$ cat config.mk
export PLATFORM = sky130hd
export DESIGN_NAME = fmap_bram_scheduler
export DESIGN_NICKNAME = d
export VERILOG_FILES = /design/src/rtl/fmap_sched_pkg.sv /design/src/rtl/fmap_bram_scheduler_rr_arbiter.sv /design/src/rtl/fmap_bram_scheduler.sv
export SDC_FILE = /design/constraint.sdc
export NUM_CORES = 2
export LEC_CHECK = 0
export BUFFER_PORTS_ARGS = -buffer_cell sky130_fd_sc_hd__buf_2
export CAP_MARGIN = 20
export CELL_PAD_IN_SITES_DETAIL_PLACEMENT = 0
export CELL_PAD_IN_SITES_GLOBAL_PLACEMENT = 2
export CORE_AREA = 10 10 537 539
export CTS_CLUSTER_DIAMETER = 150
export DETAILED_ROUTE_END_ITERATION = 8
export DIE_AREA = 0 0 547 549
export PLACE_DENSITY_LB_ADDON = 0.1
export SETUP_SLACK_MARGIN = 0.2
export SYNTH_ARGS = -nofsm -noshare
export SYNTH_HDL_FRONTEND = slang
export SYNTH_SLANG_ARGS = --single-unit
$ cat constraint.sdc
create_clock -name clk -period 10.33 [get_ports clk]
set_input_delay 2.066 -clock clk [delete_from_list [all_inputs] [get_ports clk]]
set_output_delay 2.066 -clock clk [all_outputs]
set_load 0.05 [all_outputs]
$ cat src/rtl/fmap_sched_pkg.sv
// Shared types and default sizing for the feature-map BRAM write scheduler.
package fmap_sched_pkg;

  localparam int FMAP_NUM_REQ = 4;
  localparam int FMAP_ADDR_W  = 12;
  localparam int FMAP_DATA_W  = 256;
  localparam int FMAP_CNT_W   = 8;

  typedef enum logic [1:0] {
    IDLE     = 2'd0,
    RUN      = 2'd1,
    FINISHED = 2'd2
  } sched_state_t;

endpackage

$ cat src/rtl/fmap_bram_scheduler_rr_arbiter.sv
// Combinational round-robin pick: first set request at or after ptr, wrapping.
module rr_arbiter #(
  parameter int N = 4,
  localparam int PW = (N > 1) ? $clog2(N) : 1
) (
  input  logic [N-1:0]  req,
  input  logic [PW-1:0] ptr,
  output logic [N-1:0]  grant,
  output logic          valid
);

  int idx;

  always_comb begin
    grant = '0;
    valid = 1'b0;
    idx   = 0;
    for (int k = 0; k < N; k++) begin
      idx = int'(ptr) + k;
      if (idx >= N) idx = idx - N;
      if (!valid && req[idx]) begin
        valid      = 1'b1;
        grant[idx] = 1'b1;
      end
    end
  end

endmodule

$ cat src/rtl/fmap_bram_scheduler.sv
// Shares one BRAM write port between NUM_REQ capture engines: one holding
// register per engine, round-robin grant, per-engine word counters.
module fmap_bram_scheduler
  import fmap_sched_pkg::*;
#(
  parameter int NUM_REQ = FMAP_NUM_REQ,
  parameter int ADDR_W  = FMAP_ADDR_W,
  parameter int DATA_W  = FMAP_DATA_W,
  parameter int CNT_W   = FMAP_CNT_W
) (
  input  logic                        clk,
  input  logic                        rst,
  input  logic                        start,
  input  logic [NUM_REQ-1:0]          req_mask,
  input  logic [NUM_REQ-1:0]          req_valid,
  output logic [NUM_REQ-1:0]          req_ready,
  input  logic [NUM_REQ*ADDR_W-1:0]   req_addr,
  input  logic [NUM_REQ*DATA_W-1:0]   req_data,
  input  logic [NUM_REQ-1:0]          req_last,
  output logic [ADDR_W-1:0]           bram_addr_a,
  output logic [DATA_W-1:0]           bram_wrdata_a,
  output logic                        bram_we_a,
  output logic                        busy,
  output logic                        write_done,
  output logic [NUM_REQ*CNT_W-1:0]    word_count,
  output logic                        overflow_err
);

  localparam int PW = (NUM_REQ > 1) ? $clog2(NUM_REQ) : 1;
  localparam logic [CNT_W-1:0] CNT_MAX = {CNT_W{1'b1}};

  sched_state_t state, state_nx;

  logic [NUM_REQ-1:0] mask_q;
  logic [NUM_REQ-1:0] hold_v;
  logic [NUM_REQ-1:0] hold_last;
  logic [NUM_REQ-1:0] done_q;
  logic [ADDR_W-1:0]  hold_addr [NUM_REQ];
  logic [DATA_W-1:0]  hold_data [NUM_REQ];
  logic [CNT_W-1:0]   cnt       [NUM_REQ];
  logic [PW-1:0]      rr_ptr;

  logic [NUM_REQ-1:0] gnt;
  logic               gnt_v;
  logic [PW-1:0]      gnt_idx;
  logic [NUM_REQ-1:0] accept;
  logic               start_acc;
  logic               all_done;
  logic               in_run;

  assign in_run    = (state == RUN);
  assign start_acc = start && !in_run;
  assign all_done  = ((done_q & mask_q) == mask_q);
  assign req_ready = {NUM_REQ{in_run}} & mask_q & ~hold_v & ~done_q;
  assign accept    = req_valid & req_ready;

  rr_arbiter #(.N(NUM_REQ)) u_arb (
    .req   (hold_v),
    .ptr   (rr_ptr),
    .grant (gnt),
    .valid (gnt_v)
  );

  always_comb begin
    gnt_idx = '0;
    for (int i = 0; i < NUM_REQ; i++) begin
      if (gnt[i]) gnt_idx = PW'(i);
    end
  end

  // state register
  always_ff @(posedge clk) begin
    if (rst) state <= IDLE;
    else     state <= state_nx;
  end

  // next-state logic
  always_comb begin
    state_nx = state;
    case (state)
      IDLE, FINISHED: if (start) state_nx = RUN;
      RUN:            if (all_done) state_nx = FINISHED;
      default:        state_nx = IDLE;
    endcase
  end

  // state-decoded outputs
  always_comb begin
    busy       = 1'b0;
    write_done = 1'b0;
    case (state)
      RUN:      busy       = 1'b1;
      FINISHED: write_done = 1'b1;
      default:  ;
    endcase
  end

  // Payload of the holding registers needs no reset; hold_v qualifies it.
  always_ff @(posedge clk) begin
    for (int i = 0; i < NUM_REQ; i++) begin
      if (accept[i]) begin
        hold_addr[i] <= req_addr[i*ADDR_W +: ADDR_W];
        hold_data[i] <= req_data[i*DATA_W +: DATA_W];
        hold_last[i] <= req_last[i];
      end
    end
  end

  always_ff @(posedge clk) begin
    if (rst) begin
      mask_q        <= '0;
      hold_v        <= '0;
      done_q        <= '0;
      rr_ptr        <= '0;
      overflow_err  <= 1'b0;
      bram_we_a     <= 1'b0;
      bram_addr_a   <= '0;
      bram_wrdata_a <= '0;
      for (int i = 0; i < NUM_REQ; i++) cnt[i] <= '0;
    end else if (start_acc) begin
      mask_q       <= req_mask;
      hold_v       <= '0;
      done_q       <= '0;
      rr_ptr       <= '0;
      overflow_err <= 1'b0;
      bram_we_a    <= 1'b0;
      for (int i = 0; i < NUM_REQ; i++) cnt[i] <= '0;
    end else if (in_run) begin
      bram_we_a <= gnt_v;
      if (gnt_v) begin
        bram_addr_a   <= hold_addr[gnt_idx];
        bram_wrdata_a <= hold_data[gnt_idx];
        rr_ptr        <= (gnt_idx == PW'(NUM_REQ - 1)) ? '0 : gnt_idx + 1'b1;
      end
      for (int i = 0; i < NUM_REQ; i++) begin
        // accept and grant are exclusive per requester since ready needs !hold_v
        if (accept[i])   hold_v[i] <= 1'b1;
        else if (gnt[i]) hold_v[i] <= 1'b0;
        if (gnt[i]) begin
          if (cnt[i] == CNT_MAX) overflow_err <= 1'b1;
          else                   cnt[i] <= cnt[i] + 1'b1;
          if (hold_last[i]) done_q[i] <= 1'b1;
        end
      end
    end else begin
      bram_we_a <= 1'b0;
    end
  end

  for (genvar g = 0; g < NUM_REQ; g++) begin : g_cnt
    assign word_count[g*CNT_W +: CNT_W] = cnt[g];
  end

endmodule

==> metrics <==
switching portion of total power=23.2%; Post-Syn Nets=4,301; Critical Path Most Common Cell=buf_4; height of the die=549 microns; Clock Latency Late Sink=0.85 ns; routed wire length=roughly 270,000 microns; Max Freq=162 MHz; final core occ=25.3%; routability congestion estimate=0.768; vias per cell=a little over 4; WHS=0.459 ns; Vias=35,600; top-level I/O count=around 1,400; register bit total from synthesis=approximately 1,400; Primary FF master, synth=edfxtp_1; setup TNS=0 ns; Avg WL per Cell=31.2 microns; Area growth, synth to finish=31.7%; most common cell after layout, fill and taps aside=buf_2; Hold Path Sink=done_q[1]; share of post-route cells with drive strength above 1=46.0%; CP endpoint kind=flip-flop; cell taking the most area after synthesis=edfxtp_1; first-pass GRT wire length=approximately 350,000 microns; DRT antenna net count=0; DIE AREA=300,000 sq um; r2r endpoint=bram_wrdata_a[211]; Slew @ Worst Pin=1.27 ns; headroom to the max-slew limit=between 15 and 20%; chip width=547 microns; min-delay src=done_q[1]; hold_buf cts=0; Hold Crit Depth=2; highest-delay cell along the critical path=buf_4; Worst setup startpoint=rr_ptr[0]; Final Max Slew Viols=0; Core ar.=about 280,000 sq um; Internal Dissipation=0.00994 W; number of cell rows=194; reg2reg start=rr_ptr[0]; filler instances=29,100; reg2reg setup slack=around 4.2 ns; Worst R2R Path Depth=11; Total GRT Usage=16.9%; initial DRC count=2,132; Power Density=184 nW/um^2; PortBufs=1,394; MaxCap Viol Count=0; CP Cell Sequence=inv_1 > ha_1 > mux2_2 > mux2i_2 > a2111oi_2 > o2bb2ai_4 > buf_4 > buf_4 > buf_4 > a221oi_1 > a211oi_1; Max clock buf depth=4; syn avg cell area=16.7 sq um; Initial Util=19.2%; # DRC=0; EDFF count, synth=1,100; ys async rst share=0%; period utilization=59.7%; minimum clock period=6.16 ns; top-area cell type share of the netlist area=about three fifths; Final Skew=~0.042 ns; CTS root buf=clkbuf_16; critical path arrival=between 6 and 7 ns; largest net degree at the start of global routing=122; CTS tree=built; Psw=0.00301 W; register area share after synthesis=around 73%; top cells by area, synth=edfxtp_1, dfxtp_1, a221oi_2; worst path required time=~11 ns; final count of hold timing violations=0; endpoints failing setup=0; crit path kind=flip-flop to flip-flop; CP max stage delay=just over 0.9 ns; initial antenna violation count=375; Post-Syn Area=between 50,000 and 60,000 sq um; worst min path class=flip-flop to flip-flop; clk slew on worst S/H paths=around 0.06 ns; grt ovf=0; distinct cell type count after synthesis=58; sequential power share=47.4%; post-cts sizing count=0; H-tree depth=4; most frequent cells in the layout=buf_2, edfxtp_1, nor2_1; HPWL after detailed placement=191,000 microns; vias in the first global route=37,400; clock network fraction of design power=48.3%; crit path max fanout=47; Max IR drop VDD=0.126 mV; yosys warns=0; Leakage=26.4 nW; outcome=finished, final reports clean; clock sink total=1,394; DRT Pass-1 Iters=5; CP Launch Type=flip-flop; Syn Inst Count=between 3,000 and 4,000; Nets=5,710; total clock buffers created by CTS=182; combinational share of power=approximately 4.2%; # Post-CTS Setup Buffers=0; RSZ-0062 raised after global routing=no
[through the flow]
step | std cells | cell area [sq um] | worst slack, ns | total power (W)
floorplan | 3205 | 53400 | 1.51 | 0.00647
global placement | 8153 | 64400 | 4.07 | 0.00682
detailed placement | 8154 | 64400 | 4.10 | 0.00682
CTS | 8492 | 70100 | 4.08 | 0.0132
global route | 8523 | 70200 | 3.80 | 0.0135
finish | 8580 | 70400 | 4.17 | 0.0129
[power groups by stage]
| stage | Combinational [W] | Sequential (W) | Clock [W] |
|---|---|---|---|
| finish | 0.000549 | 0.00614 | 0.00626 |
| global route | 0.000595 | 0.00614 | 0.00672 |
| detailed placement | 0.000565 | 0.00626 | 0 |
| CTS | 0.000568 | 0.00614 | 0.00653 |
| global placement | 0.000564 | 0.00626 | 0 |
| floorplan | 0.000156 | 0.00631 | 0 |
[cell type report]
cell class | count | area [sq um] | area share [%]
diodes | 88 | 220 | 0.313
clock buffers | 277 | 5130 | 7.29
multi-input cells | 1580 | 13200 | 18.7
flip-flops and latches | 1394 | 38900 | 55.3
well taps | 3724 | 4660 | 6.62
clock inverters | 61 | 628 | 0.893
inverters | 12 | 67.6 | 0.0960
repair buffers | 1444 | 7560 | 10.7
[routing by layer]
metal	global-route usage (%)	vias up	routed length [microns]
met2	28.6	1589	128000
li1	-	15500	-
met5	0	-	1070
met1	19.3	17600	103000
met4	6.60	166	11800
met3	6.58	776	22900
[registers in the layout (all words and copies together) (netlist names)]
name / cells
done_q: 4
hold_addr: 48
mask_q: 4
rr_ptr: 2
hold_v: 4
overflow_err: 1
state: 2
hold_data: 1024
hold_last: 4
bram_we_a: 1
cnt: 32
bram_wrdata_a: 256
bram_addr_a: 12
[worst max-delay path by stage]
stage	to	depth (start not counted)
floorplan	hold_addr[3][0]	1
global route	bram_wrdata_a[125]	11
global placement	bram_wrdata_a[125]	11
finish	bram_wrdata_a[211]	11
detailed placement	bram_wrdata_a[218]	11
CTS	bram_wrdata_a[218]	11
[cells in the mapped netlist (3+ instances only)]
library cell	number
mux2i_1	4
buf_6	12
o21ai_0	11
clkbuf_1	89
xnor2_1	8
edfxtp_1	1100
nor3_1	5
and3_1	11
a21oi_1	20
mux2_2	83
buf_4	36
mux2_1	188
a221oi_1	61
ha_1	9
a221oi_2	209
nand4_1	3
or3_1	4
inv_1	11
buf_2	51
nand2b_1	11
a211oi_1	81
dfxtp_1	294
nor2_1	311
xor2_1	10
nand3_1	21
a211oi_2	187
buf_1	19
o22ai_1	3
and2_1	3
nand2_1	300
buf_12	11
a31oi_1	4
[critical path: cells and delay by family, from the launching register on]
family          cells  cell delay [ns]
buf+inv             4             2.84
mux                 2             0.70
compound gates      4             1.11
flops               1             0.70
fa+ha+maj           1             0.42
[kinds of logic after synthesis]
| group | Yosys count | share of synthesized area, % |
|---|---|---|
| buffers and inverters | 231 | 2.52 |
| flip-flops | 1394 | 72.9 |
| AND/OR/NAND/NOR | 681 | 5.10 |
| XOR/XNOR | 18 | 0.295 |
| adder cells (fa/ha/maj) | 9 | 0.211 |
| AO/OA/AOI/OAI | 593 | 13.1 |
| multiplexers | 279 | 5.92 |
Power figures use the tool's default switching activity.
